### src/rtl/mic_pkg.sv
// Shared definitions for the PDM microphone frame path: defaults, sync byte,
// frame-packer state encoding and the header helper.
package mic_pkg;

    localparam int DEF_CH_COUNT = 20;
    localparam int DEF_DATA_W   = 16;

    localparam logic [7:0] SYNC_BYTE = 8'hA5;

    typedef enum logic [1:0] {
        ST_IDLE = 2'd0,
        ST_HDR  = 2'd1,
        ST_DATA = 2'd2
    } state_e;

    // Low 16 bits of a header word: sync byte followed by the frame sequence number.
    function automatic logic [15:0] hdr16(input logic [7:0] seq);
        return {SYNC_BYTE, seq};
    endfunction

endpackage

### src/rtl/pdm_sample_bank.sv
// CH_COUNT x DATA_W register bank: whole-set parallel load, indexed word read
// and a flat view of the full set for bank-to-bank copies.
module pdm_sample_bank
    import mic_pkg::*;
#(
    parameter int CH_COUNT = DEF_CH_COUNT,
    parameter int DATA_W   = DEF_DATA_W,
    parameter int IDX_W    = $clog2(CH_COUNT + 1)
) (
    input  logic                         clk,
    input  logic                         load_i,
    input  logic [CH_COUNT*DATA_W-1:0]   load_data_i,
    input  logic [IDX_W-1:0]             rd_idx_i,
    output logic [DATA_W-1:0]            rd_data_o,
    output logic [CH_COUNT*DATA_W-1:0]   bank_o
);

    logic [CH_COUNT*DATA_W-1:0] bank_q;

    // Sample storage carries no reset; it is always loaded before it is read.
    always_ff @(posedge clk) begin
        if (load_i) begin
            bank_q <= load_data_i;
        end
    end

    // Out-of-range indices read as zero.
    always_comb begin
        rd_data_o = '0;
        for (int i = 0; i < CH_COUNT; i++) begin
            if (rd_idx_i == IDX_W'(i)) begin
                rd_data_o = bank_q[i*DATA_W +: DATA_W];
            end
        end
    end

    assign bank_o = bank_q;

endmodule

### src/rtl/pdm_frame_packer.sv
// Serialises each captured multichannel sample set into a framed valid/ready
// stream (header + one word per channel), with a one-deep pending buffer.
module pdm_frame_packer
    import mic_pkg::*;
#(
    parameter int CH_COUNT = DEF_CH_COUNT,
    parameter int DATA_W   = DEF_DATA_W
) (
    input  logic                        clk,
    input  logic                        rst,
    input  logic                        sample_stb,
    input  logic [CH_COUNT*DATA_W-1:0]  ch_data,
    output logic [DATA_W-1:0]           m_data,
    output logic                        m_valid,
    input  logic                        m_ready,
    output logic                        m_first,
    output logic                        m_last,
    output logic                        overflow,
    input  logic                        clr_overflow,
    output logic [7:0]                  drop_cnt
);

    localparam int IDX_W = $clog2(CH_COUNT + 1);
    localparam logic [IDX_W-1:0] LAST_IDX = IDX_W'(CH_COUNT - 1);

    state_e              state_q;
    logic [IDX_W-1:0]    idx_q;
    logic [7:0]          seq_q;
    logic                m_valid_q;
    logic                m_first_q;
    logic                m_last_q;
    logic [DATA_W-1:0]   m_data_q;

    logic                pend_valid_q, pend_valid_d;
    logic                overflow_q,   overflow_d;
    logic [7:0]          drop_cnt_q,   drop_cnt_d;

    logic                xfer;
    logic                last_xfer;
    logic                consume;
    logic                capture;
    logic                drop;
    logic [IDX_W-1:0]    act_rd_idx;
    logic [DATA_W-1:0]   act_word;
    logic [CH_COUNT*DATA_W-1:0] pend_bank;
    logic [DATA_W-1:0]   pend_rd_unused;
    logic [CH_COUNT*DATA_W-1:0] act_bank_unused;

    function automatic logic [DATA_W-1:0] header_word(input logic [7:0] s);
        logic [DATA_W-1:0] w;
        w       = '0;
        w[15:0] = hdr16(s);
        return w;
    endfunction

    assign xfer      = m_valid_q && m_ready;
    assign last_xfer = xfer && (state_q == ST_DATA) && (idx_q == LAST_IDX);

    // The pending set moves to the active bank when a frame starts from idle
    // or when the previous frame's last word leaves.
    assign consume = pend_valid_q && ((state_q == ST_IDLE) || last_xfer);
    assign capture = sample_stb && (!pend_valid_q || consume);
    assign drop    = sample_stb && pend_valid_q && !consume;

    // Prefetch the word that follows the current one so m_data stays registered.
    assign act_rd_idx = (state_q == ST_HDR) ? '0 : idx_q + IDX_W'(1);

    pdm_sample_bank #(
        .CH_COUNT (CH_COUNT),
        .DATA_W   (DATA_W),
        .IDX_W    (IDX_W)
    ) u_pend_bank (
        .clk         (clk),
        .load_i      (capture),
        .load_data_i (ch_data),
        .rd_idx_i    ('0),
        .rd_data_o   (pend_rd_unused),
        .bank_o      (pend_bank)
    );

    pdm_sample_bank #(
        .CH_COUNT (CH_COUNT),
        .DATA_W   (DATA_W),
        .IDX_W    (IDX_W)
    ) u_act_bank (
        .clk         (clk),
        .load_i      (consume),
        .load_data_i (pend_bank),
        .rd_idx_i    (act_rd_idx),
        .rd_data_o   (act_word),
        .bank_o      (act_bank_unused)
    );

    always_comb begin
        pend_valid_d = pend_valid_q;
        if (capture) begin
            pend_valid_d = 1'b1;
        end else if (consume) begin
            pend_valid_d = 1'b0;
        end

        // A drop in the same cycle as a clear leaves the flag set.
        overflow_d = overflow_q;
        if (drop) begin
            overflow_d = 1'b1;
        end else if (clr_overflow) begin
            overflow_d = 1'b0;
        end

        drop_cnt_d = drop_cnt_q;
        if (drop && (drop_cnt_q != 8'hFF)) begin
            drop_cnt_d = drop_cnt_q + 8'd1;
        end
    end

    always_ff @(posedge clk or posedge rst) begin
        if (rst) begin
            pend_valid_q <= 1'b0;
            overflow_q   <= 1'b0;
            drop_cnt_q   <= 8'd0;
        end else begin
            pend_valid_q <= pend_valid_d;
            overflow_q   <= overflow_d;
            drop_cnt_q   <= drop_cnt_d;
        end
    end

    always_ff @(posedge clk or posedge rst) begin
        if (rst) begin
            state_q   <= ST_IDLE;
            idx_q     <= '0;
            seq_q     <= 8'd0;
            m_valid_q <= 1'b0;
            m_first_q <= 1'b0;
            m_last_q  <= 1'b0;
            m_data_q  <= '0;
        end else begin
            case (state_q)
                ST_IDLE: begin
                    if (pend_valid_q) begin
                        state_q   <= ST_HDR;
                        m_valid_q <= 1'b1;
                        m_first_q <= 1'b1;
                        m_last_q  <= 1'b0;
                        m_data_q  <= header_word(seq_q);
                    end
                end

                ST_HDR: begin
                    if (xfer) begin
                        state_q   <= ST_DATA;
                        idx_q     <= '0;
                        m_first_q <= 1'b0;
                        m_last_q  <= (LAST_IDX == '0);
                        m_data_q  <= act_word;
                    end
                end

                ST_DATA: begin
                    if (xfer) begin
                        if (idx_q == LAST_IDX) begin
                            seq_q <= seq_q + 8'd1;
                            // Chain straight into the next header when a set is waiting.
                            if (pend_valid_q) begin
                                state_q   <= ST_HDR;
                                m_first_q <= 1'b1;
                                m_last_q  <= 1'b0;
                                m_data_q  <= header_word(seq_q + 8'd1);
                            end else begin
                                state_q   <= ST_IDLE;
                                m_valid_q <= 1'b0;
                                m_first_q <= 1'b0;
                                m_last_q  <= 1'b0;
                            end
                        end else begin
                            idx_q    <= idx_q + IDX_W'(1);
                            m_last_q <= ((idx_q + IDX_W'(1)) == LAST_IDX);
                            m_data_q <= act_word;
                        end
                    end
                end

                default: begin
                    state_q   <= ST_IDLE;
                    m_valid_q <= 1'b0;
                    m_first_q <= 1'b0;
                    m_last_q  <= 1'b0;
                end
            endcase
        end
    end

    assign m_data   = m_data_q;
    assign m_valid  = m_valid_q;
    assign m_first  = m_first_q;
    assign m_last   = m_last_q;
    assign overflow = overflow_q;
    assign drop_cnt = drop_cnt_q;

endmodule

### config.mk
export PLATFORM = sky130hd
export DESIGN_NAME = pdm_frame_packer
export DESIGN_NICKNAME = d
export VERILOG_FILES = /design/src/rtl/mic_pkg.sv /design/src/rtl/pdm_sample_bank.sv /design/src/rtl/pdm_frame_packer.sv
export SDC_FILE = /design/constraint.sdc
export NUM_CORES = 1
export LEC_CHECK = 0
export CAP_MARGIN = 20
export CORE_UTILIZATION = 45
export CTS_CLUSTER_SIZE = 24
export DETAILED_ROUTE_END_ITERATION = 8
export HOLD_SLACK_MARGIN = 0.05
export PLACE_DENSITY = 0.67
export SYNTH_ARGS = -nofsm -noshare
export SYNTH_HDL_FRONTEND = slang
export SYNTH_HIERARCHICAL = 1
export SYNTH_SLANG_ARGS = --single-unit
### constraint.sdc
create_clock -name clk -period 36 [get_ports clk]
set_input_delay 3.6 -clock clk [delete_from_list [all_inputs] [get_ports clk]]
set_output_delay 3.6 -clock clk [all_outputs]
set_load 0.02 [all_outputs]
==> results of run 1 <==
-- worst reg2reg max path, cell delays in order, from the launching register on --
cell       delay, ns
dfrtp_1         0.38
inv_1           0.08
ha_1            0.48
nor2_4          0.20
buf_4           0.48
nor2b_1         0.66
buf_4           0.36
o21ai_0         0.17
o21ai_0         0.13
a21oi_1         0.12
a2111oi_0       0.63
buf_4           0.26
o21ai_0         0.22
nand3_1         0.16
o21ai_0         0.09
a31oi_1         0.15
a31oi_1         0.10
-- cells in the final DEF, fill, tap and decap left out, types with 13 or more instances in the layout --
cell type,instances
a21oi_1,69
a22o_1,15
a22oi_1,25
a31oi_1,22
buf_4,23
clkbuf_16,72
clkdlybuf4s50_1,352
clkinv_1,13
dfrtp_1,44
edfxtp_1,640
inv_1,22
mux2i_1,17
nand2_1,71
nand3_1,18
nand4_1,13
nor2_1,80
nor3_1,15
o21ai_0,59
o22ai_1,19
xnor2_1,14
-- layout make-up --
class | instances | area, sq um | area share [%]
clock buffers | 86 | 1880 | 5.94
well taps | 748 | 936 | 2.95
multi-input cells | 662 | 4270 | 13.5
flip-flops and latches | 684 | 20300 | 64.1
repair buffers | 379 | 3780 | 11.9
diodes | 2 | 5.00 | 0.0158
clock inverters | 39 | 422 | 1.33
inverters | 23 | 86.3 | 0.272
-- final timing paths --
kind / startpoint / to / slack [ns] / cells past startpoint
min in group asynchronous: rst / drop_cnt[5] / 3.44 / 3
worst min-delay path: u_pend_bank/bank_o[36] / u_act_bank/bank_o[36] / 0.40 / 0
max in group asynchronous: rst / m_data[1] / 32.15 / 3
worst max-delay path: m_ready / u_pend_bank/bank_o[206] / 29.38 / 7
worst max register to register: state_q[1] / m_data[0] / 31.15 / 16
worst min register to register: u_pend_bank/bank_o[36] / u_act_bank/bank_o[36] / 0.40 / 0
-- power by group through the flow --
stage / sequential, mW / combinational (mW) / clock, mW
6_report: 1.26 / 0.911 / 0.730
5_1_grt: 1.28 / 0.973 / 0.774
3_3_place_gp: 1.26 / 0.887 / 0
4_1_cts: 1.26 / 0.906 / 0.743
2_1_floorplan: 1.44 / 0.518 / 0
3_5_place_dp: 1.27 / 0.903 / 0
-- sequential cells by signal, summed over array words and instances, names as in the netlist, 2 cells and up --
signal / cells
u_act_bank/bank_o: 320
drop_cnt: 8
idx_q: 5
m_data: 16
state_q: 2
seq_q: 8
u_pend_bank/bank_o: 320
-- metrics by stage --
stage	worst slack (ns)	instances	total power [mW]	util (%)
4_1_cts	29.34	2619	2.91	57.6
5_1_grt	29.30	2623	3.02	57.7
3_5_place_dp	28.71	2494	2.18	53.4
6_report	29.38	2623	2.90	57.7
2_1_floorplan	7.41	1433	1.96	-
3_3_place_gp	28.75	2494	2.15	53.4
-- per-layer routing --
metal  GRT usage, %  part of all wire, %
met3           4.73                  7.0
met4           8.17                  2.7
met5              0                0.020
met2           35.8                   48
met1           31.3                   43
==> results.sh, run 1 <==
export IMPL_port_buffers=352
export IMPL_drive_above_1_share_pct=8.81
export IMPL_cts_buffers=70
export IMPL_cp_slowest_cell="buf_4"
export IMPL_grt_pass1_vias=14100
export IMPL_synthToLayoutAreaGrowth_pct=26.9
export IMPL_whs_ns=0.398
export IMPL_post_synth_cell_area_avg_sq_um=17.4
export IMPL_syn_nets=1766
export IMPL_clockBufferDepth=3
export IMPL_placed_area_sq_mm=0.0293
export IMPL_finalCritPeriodShare_pct=18.4
export IMPL_relSlewSlack_pct=19.9
export IMPL_power_density_mw_per_mm2=91.4
export IMPL_ant_nets=0
export IMPL_die_area_sq_mm=0.0565
export IMPL_p_int_mw=1.90
export IMPL_switching_power_mw=1.00
export IMPL_cpPeakStageDelay_ns=0.69
export IMPL_end_kind="flop"
export IMPL_viasPerCell=5.39
export IMPL_final_max_slew_viol_count=0
export IMPL_first_pass_iters=5
export IMPL_path_cells="clkdlybuf4s50_1 > nand2_1 > nor2_1 > nor2_1 > a21boi_4 > buf_4 > buf_12"
export IMPL_grt_pass1_wl_um=91700
export IMPL_hpwl_um=44000
export IMPL_swShare_pct=34.5
export IMPL_wl_per_cell_um=24.3
export IMPL_leakage_nw=10.8
export IMPL_max_cap_viol_count=0
export IMPL_post_cts_buffers=0
export IMPL_grtUsageTotal_pct=22.7
export IMPL_cp_max_fo=161
export IMPL_fp_dieW_um=238
export IMPL_final_hold_viol_count=0
export IMPL_grt_start_max_net_pins=190
export IMPL_drt_iter0_drc=1495
export IMPL_htree_levels=3
export IMPL_antenna_found_initial=3
export IMPL_p_clk_share_pct=25.2
export IMPL_clk_latency_ns=0.60
export IMPL_min_period_ns=6.62
export IMPL_rsz0062_at_grt="false"
export IMPL_seq_power_share_pct=43.4
export IMPL_tns_ns=0
export IMPL_clkTransAtPathRegs_ns=0.06
export IMPL_rows=86
export IMPL_cts_resized=0
export IMPL_ys_warnings_count=6
export IMPL_routed_via_count=14200
export IMPL_overflow=0
export IMPL_cp_start_kind="input port"
export IMPL_coreArea_sq_mm=0.0550
export IMPL_combPwrFrac_pct=31.4
export IMPL_dieHeight_um=238
export IMPL_fin_nets=2153
export IMPL_vdd_drop_max_uv=87.7
export IMPL_path_delay_family="buffers and inverters"
export IMPL_min_path_type="flop to flop"
export IMPL_cts_num_sinks=684
export IMPL_final_area_sq_mm=0.0317
export IMPL_arrival_ns=6.83
export IMPL_required_ns=36.21
export IMPL_drc=0
export IMPL_io_pins=353
export IMPL_netlist_instances=1433
export IMPL_fillCellCount=4122
export IMPL_postCtsHoldBufs=0
export IMPL_wirelength_um=63800
export IMPL_root_buffer="clkbuf_16"
export IMPL_worstPathBufferInverterCount=3
export IMPL_initial_core_util_pct=45.4
export IMPL_gp_congestion=0.850
export IMPL_syn_area_sq_mm=0.0250
export IMPL_path_class="input port to flop"
export IMPL_max_slew_worst_pin_slew_ns=1.20
export IMPL_max_clock_freq_ghz=0.151
export IMPL_worst_clock_skew_ns=0.0221
export IMPL_critical_path_most_common_cell="nor2_1"
export IMPL_cts_tree="yes"
export IMPL_status="finished clean"
export IMPL_finalSetupViolCount=0
Note: power is estimated with default switching activity, not from simulation.
==> run 2: changes to the inputs <==
clock period = 6.4 ns   (was 36 ns; I/O delays follow)
==> results.sh, run 2 (same netlist as run 1, synthesis figures left out) <==
export IMPL_utilization_pct=57.9
export IMPL_initial_core_util_pct=45.4
export IMPL_switching_power_mw=5.49
export IMPL_grt_pass1_wl_um=93500
export IMPL_port_buffers=352
export IMPL_postCtsHoldBufs=0
export IMPL_arrival_ns=5.18
export IMPL_vdd_drop_max_uv=424
export IMPL_final_max_slew_viol_count=0
export IMPL_hpwl_um=47300
export IMPL_wl_per_cell_um=24.9
export IMPL_fp_dieW_um=238
export IMPL_finalCritPeriodShare_pct=73.7
export IMPL_drc=0
export IMPL_r2r_cells=15
export IMPL_max_slew_worst_pin_slew_ns=1.12
export IMPL_layout_setup_ws_ns=1.68
export IMPL_ant_nets=0
export IMPL_io_pins=353
export IMPL_viasPerCell=5.47
export IMPL_drive_above_1_share_pct=9.26
export IMPL_power_density_mw_per_mm2=515
export IMPL_worst_clock_skew_ns=0.0291
export IMPL_p_int_mw=10.9
export IMPL_grt_pass1_vias=14500
export IMPL_end_kind="flop"
export IMPL_overflow=0
export IMPL_cts_num_sinks=684
export IMPL_clkTransAtPathRegs_ns=0.06
export IMPL_die_area_sq_mm=0.0565
export IMPL_crit_start="state_q[1]"
export IMPL_dp_slack_ns=1.88
export IMPL_rows=86
export IMPL_synthToLayoutAreaGrowth_pct=27.4
export IMPL_hold_depth=0
export IMPL_min_path_type="flop to flop"
export IMPL_cp_start_kind="flop"
export IMPL_combPwrFrac_pct=29.1
export IMPL_min_period_ns=4.72
export IMPL_layout_common_cells="edfxtp_1 (640), clkdlybuf4s50_1 (352), nor2_1 (78)"
export IMPL_max_clock_freq_ghz=0.212
export IMPL_grtUsageTotal_pct=23.3
export IMPL_seq_power_share_pct=44.5
export IMPL_r2r_start="state_q[1]"
export IMPL_clk_latency_ns=0.62
export IMPL_clockBufferDepth=3
export IMPL_grt_start_max_net_pins=180
export IMPL_root_buffer="clkbuf_16"
export IMPL_wirelength_um=65300
export IMPL_drt_iter0_drc=1802
export IMPL_cts_buffers=69
export IMPL_first_pass_iters=7
export IMPL_final_hold_viol_count=0
export IMPL_layout_cells_most_common="edfxtp_1"
export IMPL_cp_max_fo=36
export IMPL_htree_levels=3
export IMPL_leakage_nw=10.8
export IMPL_gp_congestion=0.900
export IMPL_relSlewSlack_pct=25.5
export IMPL_min_from="u_pend_bank/bank_o[119]"
export IMPL_swShare_pct=33.5
export IMPL_post_cts_buffers=0
export IMPL_finalSetupViolCount=0
export IMPL_rsz0062_at_grt="false"
export IMPL_cts_tree="yes"
export IMPL_status="finished clean"
export IMPL_path_class="flop to flop"
export IMPL_routed_via_count=14300
export IMPL_max_cap_viol_count=0
export IMPL_dieHeight_um=238
export IMPL_required_ns=6.86
export IMPL_cts_resized=0
export IMPL_fin_nets=2148
export IMPL_coreArea_sq_mm=0.0550
export IMPL_p_clk_share_pct=26.4
export IMPL_antenna_found_initial=2
run 2: final timing paths:
| kind | endpoint | slack (ns) |
|---|---|---|
| worst min-delay path | u_act_bank/bank_o[119] | 0.41 |
| min in group asynchronous | drop_cnt[3] | 0.47 |
| max in group asynchronous | m_data[10] | 5.51 |
| worst max-delay path | m_data[0] | 1.68 |
| worst max register to register | m_data[0] | 1.68 |
| worst min register to register | u_act_bank/bank_o[119] | 0.41 |
run 2: power groups by stage:
stage / sequential [mW] / combinational (mW) / clock (mW)
6_report: 7.30 / 4.77 / 4.33
2_1_floorplan: 7.30 / 2.93 / 0
4_1_cts: 7.30 / 4.68 / 4.40
3_3_place_gp: 7.38 / 4.57 / 0
3_5_place_dp: 7.37 / 4.66 / 0
5_1_grt: 7.39 / 5.05 / 4.58
run 2: stage by stage:
stage	hold WS (ns)	TNS [ns]	cell area, sq um	std cells	total power, mW
2_1_floorplan	0.400	-278.89	25100	1433	10.2
3_3_place_gp	0.402	0	29400	2492	12.0
3_5_place_dp	0.405	0	29400	2492	12.0
4_1_cts	0.410	0	31800	2617	16.4
5_1_grt	0.415	0	31800	2619	17.0
6_report	0.409	0	31800	2619	16.4
run 2: critical path, cell delays in order (launching register included):
cell	delay, ns
dfrtp_1	0.37
inv_1	0.08
ha_1	0.49
nor2_4	0.54
buf_4	0.52
nor2b_1	0.63
o21ai_0	0.28
o21ai_0	0.13
a21oi_1	0.12
a2111oi_0	0.46
buf_4	0.23
o21ai_0	0.16
nand3_1	0.13
o21ai_0	0.10
a31oi_1	0.17
a31oi_1	0.11
run 2: layout make-up:
type / instances / area [sq um]
diodes: 2 / 5.00
fillers: 4130 / 23100
clock buffers: 80 / 1820
inverters: 23 / 86.3
flip-flops and latches: 684 / 20300
well taps: 748 / 936
repair buffers: 375 / 3720
clock inverters: 45 / 644
multi-input cells: 662 / 4310
run 2: layer usage:
layer | up-vias | wire length, um | GRT usage, % | part of all wire (%)
li1 | 6436 | - | - | -
met1 | 7031 | 25800 | 30.8 | 40
met2 | 732 | 31500 | 37.0 | 48
met3 | 124 | 5450 | 4.91 | 8.3
met4 | 0 | 2540 | 10.8 | 3.9
met5 | - | 0 | 0 | 0
==> run 3: changes to the inputs <==
PLACE_DENSITY = 0.69   (was 0.67)
clock period = 4.3 ns   (was 6.4 ns; I/O delays follow)
==> results.sh, run 3 (same netlist as run 1, synthesis figures left out) <==
export IMPL_status="finished clean"
export IMPL_grt_pass1_wl_um=93800
export IMPL_hpwl_um=47000
export IMPL_coreArea_sq_mm=0.0550
export IMPL_combPwrFrac_pct=31.0
export IMPL_initial_core_util_pct=45.4
export IMPL_port_buffers=352
export IMPL_post_cts_buffers=0
export IMPL_cp_start_kind="flop"
export IMPL_synthToLayoutAreaGrowth_pct=28.2
export IMPL_layout_common_cells="edfxtp_1 (640), clkdlybuf4s50_1 (352), nor2_1 (78)"
export IMPL_fin_cells=2653
export IMPL_grtUsageTotal_pct=23.3
export IMPL_power_total_mw=24.4
export IMPL_overflow=0
export IMPL_dieHeight_um=238
export IMPL_max_cap_viol_count=0
export IMPL_grt_pass1_vias=14500
export IMPL_io_pins=353
export IMPL_r2r_cells=15
export IMPL_cp_max_fo=26
export IMPL_drc=0
export IMPL_placed_area_sq_mm=0.0297
export IMPL_m1WireLength_um=26200
export IMPL_leakage_nw=10.9
export IMPL_cts_num_sinks=684
export IMPL_drive_above_1_share_pct=10.3
export IMPL_post_place_cells=2524
export IMPL_vdd_drop_max_uv=393
export IMPL_critical_path_most_common_cell="nor2_1"
export IMPL_switching_power_mw=8.25
export IMPL_max_slew_worst_pin_slew_ns=0.802
export IMPL_gp_congestion=0.893
export IMPL_swShare_pct=33.8
export IMPL_cpPeakStageDelay_ns=0.46
export IMPL_clockBufferDepth=3
export IMPL_cts_buffers=71
export IMPL_clk_latency_ns=0.61
export IMPL_htree_levels=3
export IMPL_seq_power_share_pct=43.9
export IMPL_regToRegSetupSlack_ns=0.28
export IMPL_finalSetupViolCount=0
export IMPL_required_ns=4.80
export IMPL_cts_resized=0
export IMPL_wirelength_um=65000
export IMPL_clkTransAtPathRegs_ns=0.07
export IMPL_min_path_type="input port to async pin"
export IMPL_wl_met2_um=31500
export IMPL_finalCritPeriodShare_pct=93.4
export IMPL_final_area_sq_mm=0.0320
export IMPL_layout_cells_most_common="edfxtp_1"
export IMPL_worst_clock_skew_ns=0.0270
export IMPL_final_hold_viol_count=0
export IMPL_routed_via_count=14400
export IMPL_power_density_mw_per_mm2=762
export IMPL_path_cells="inv_1 > nor3_1 > xnor2_1 > nor2_2 > buf_12 > nand3b_2 > nor2_1 > buf_4 > a221oi_1 > o221ai_1 > a311oi_1 > nor2_1 > o21ai_0 > o211ai_1 > a22o_1"
export IMPL_path_class="flop to flop"
export IMPL_arrival_ns=4.51
export IMPL_wl_met3_um=4790
export IMPL_cts_tree="yes"
export IMPL_r2r_start="idx_q[0]"
export IMPL_root_buffer="clkbuf_16"
export IMPL_top_layer="met5"
export IMPL_die_area_sq_mm=0.0565
export IMPL_grt_start_max_net_pins=136
export IMPL_r2r_end="m_data[5]"
export IMPL_drt_iter0_drc=1682
export IMPL_final_max_slew_viol_count=0
export IMPL_rsz0062_at_grt="false"
export IMPL_fin_nets=2182
export IMPL_p_int_mw=16.2
export IMPL_relSlewSlack_pct=46.5
export IMPL_p_clk_share_pct=25.1
export IMPL_antenna_found_initial=1
export IMPL_max_clock_freq_ghz=0.249
export IMPL_fp_dieW_um=238
export IMPL_cp_slowest_cell="dfrtp_1"
export IMPL_end_kind="flop"
export IMPL_wl_per_cell_um=24.5
export IMPL_ant_nets=0
export IMPL_postCtsHoldBufs=0
export IMPL_rows=86
export IMPL_viasPerCell=5.43
export IMPL_first_pass_iters=6
export IMPL_min_period_ns=4.02
export IMPL_insertedDiodeCount=0
run 3: cell count changes in the layout (fill, tap and decap cells not counted), sizes merged:
cell / previous run / this run
bufinv: 15 / 8
inv: 29 / 25
clkinv: 22 / 21
diode: 2 / 0
clkbuf: 80 / 93
buf: 23 / 55
clkinvlp: 2 / 5
run 3: worst max path at each step:
stage                     startpoint  slack [ns]                    end  cells after the start
after floorplan             idx_q[1]       -2.94  u_pend_bank/bank_o[0]                      7
after global placement      idx_q[0]        0.52              m_data[6]                     16
after detailed placement    idx_q[0]        0.39              m_data[3]                     17
after CTS                   idx_q[0]        0.35              m_data[3]                     17
after global routing        idx_q[0]         0.1              m_data[3]                     16
final                       idx_q[0]        0.28              m_data[5]                     15
run 3: cell type report:
class                      instances  area, sq um
sequential                       684        20300
fill                            4087        22900
inverter                          23         86.3
tap                              748          936
timing repair buffer             407         4040
clock buffer                      93         1930
multi-input combinational        662         4310
clock inverter                    36          413
run 3: stage by stage:
stage | setup TNS (ns) | utilization (%) | setup WS, ns | hold WS, ns
final | 0 | 58.3 | 0.283 | 0.266
after global routing | 0 | 58.3 | 0.0950 | 0.321
after CTS | 0 | 58.3 | 0.350 | 0.276
after detailed placement | 0 | 54.0 | 0.389 | 0.405
after global placement | 0 | 54.0 | 0.518 | 0.402
after floorplan | -1622.89 | - | -2.94 | 0.400
run 3: worst max-delay path: cells and delay by family, from the launching register on:
family | cells | cell delay (ns)
flip-flops | 1 | 0.46
XOR/XNOR | 1 | 0.17
AO/OA/AOI/OAI | 6 | 1.67
AND/OR/NAND/NOR | 5 | 1.12
buffers and inverters | 3 | 0.48
run 3: routing by layer:
layer	GRT usage, %	vias up
met1	30.9	7133
met5	0	-
met3	4.32	103
li1	-	6508
met4	10.3	2
met2	37.5	652
run 3: power groups by stage:
stage / Sequential [mW] / Clock, mW / Combinational, mW
floorplan: 10.9 / 0 / 4.37
global placement: 10.8 / 0 / 7.33
detailed placement: 10.8 / 0 / 7.47
CTS: 10.7 / 6.25 / 7.49
global route: 10.9 / 6.51 / 8.03
finish: 10.7 / 6.14 / 7.57
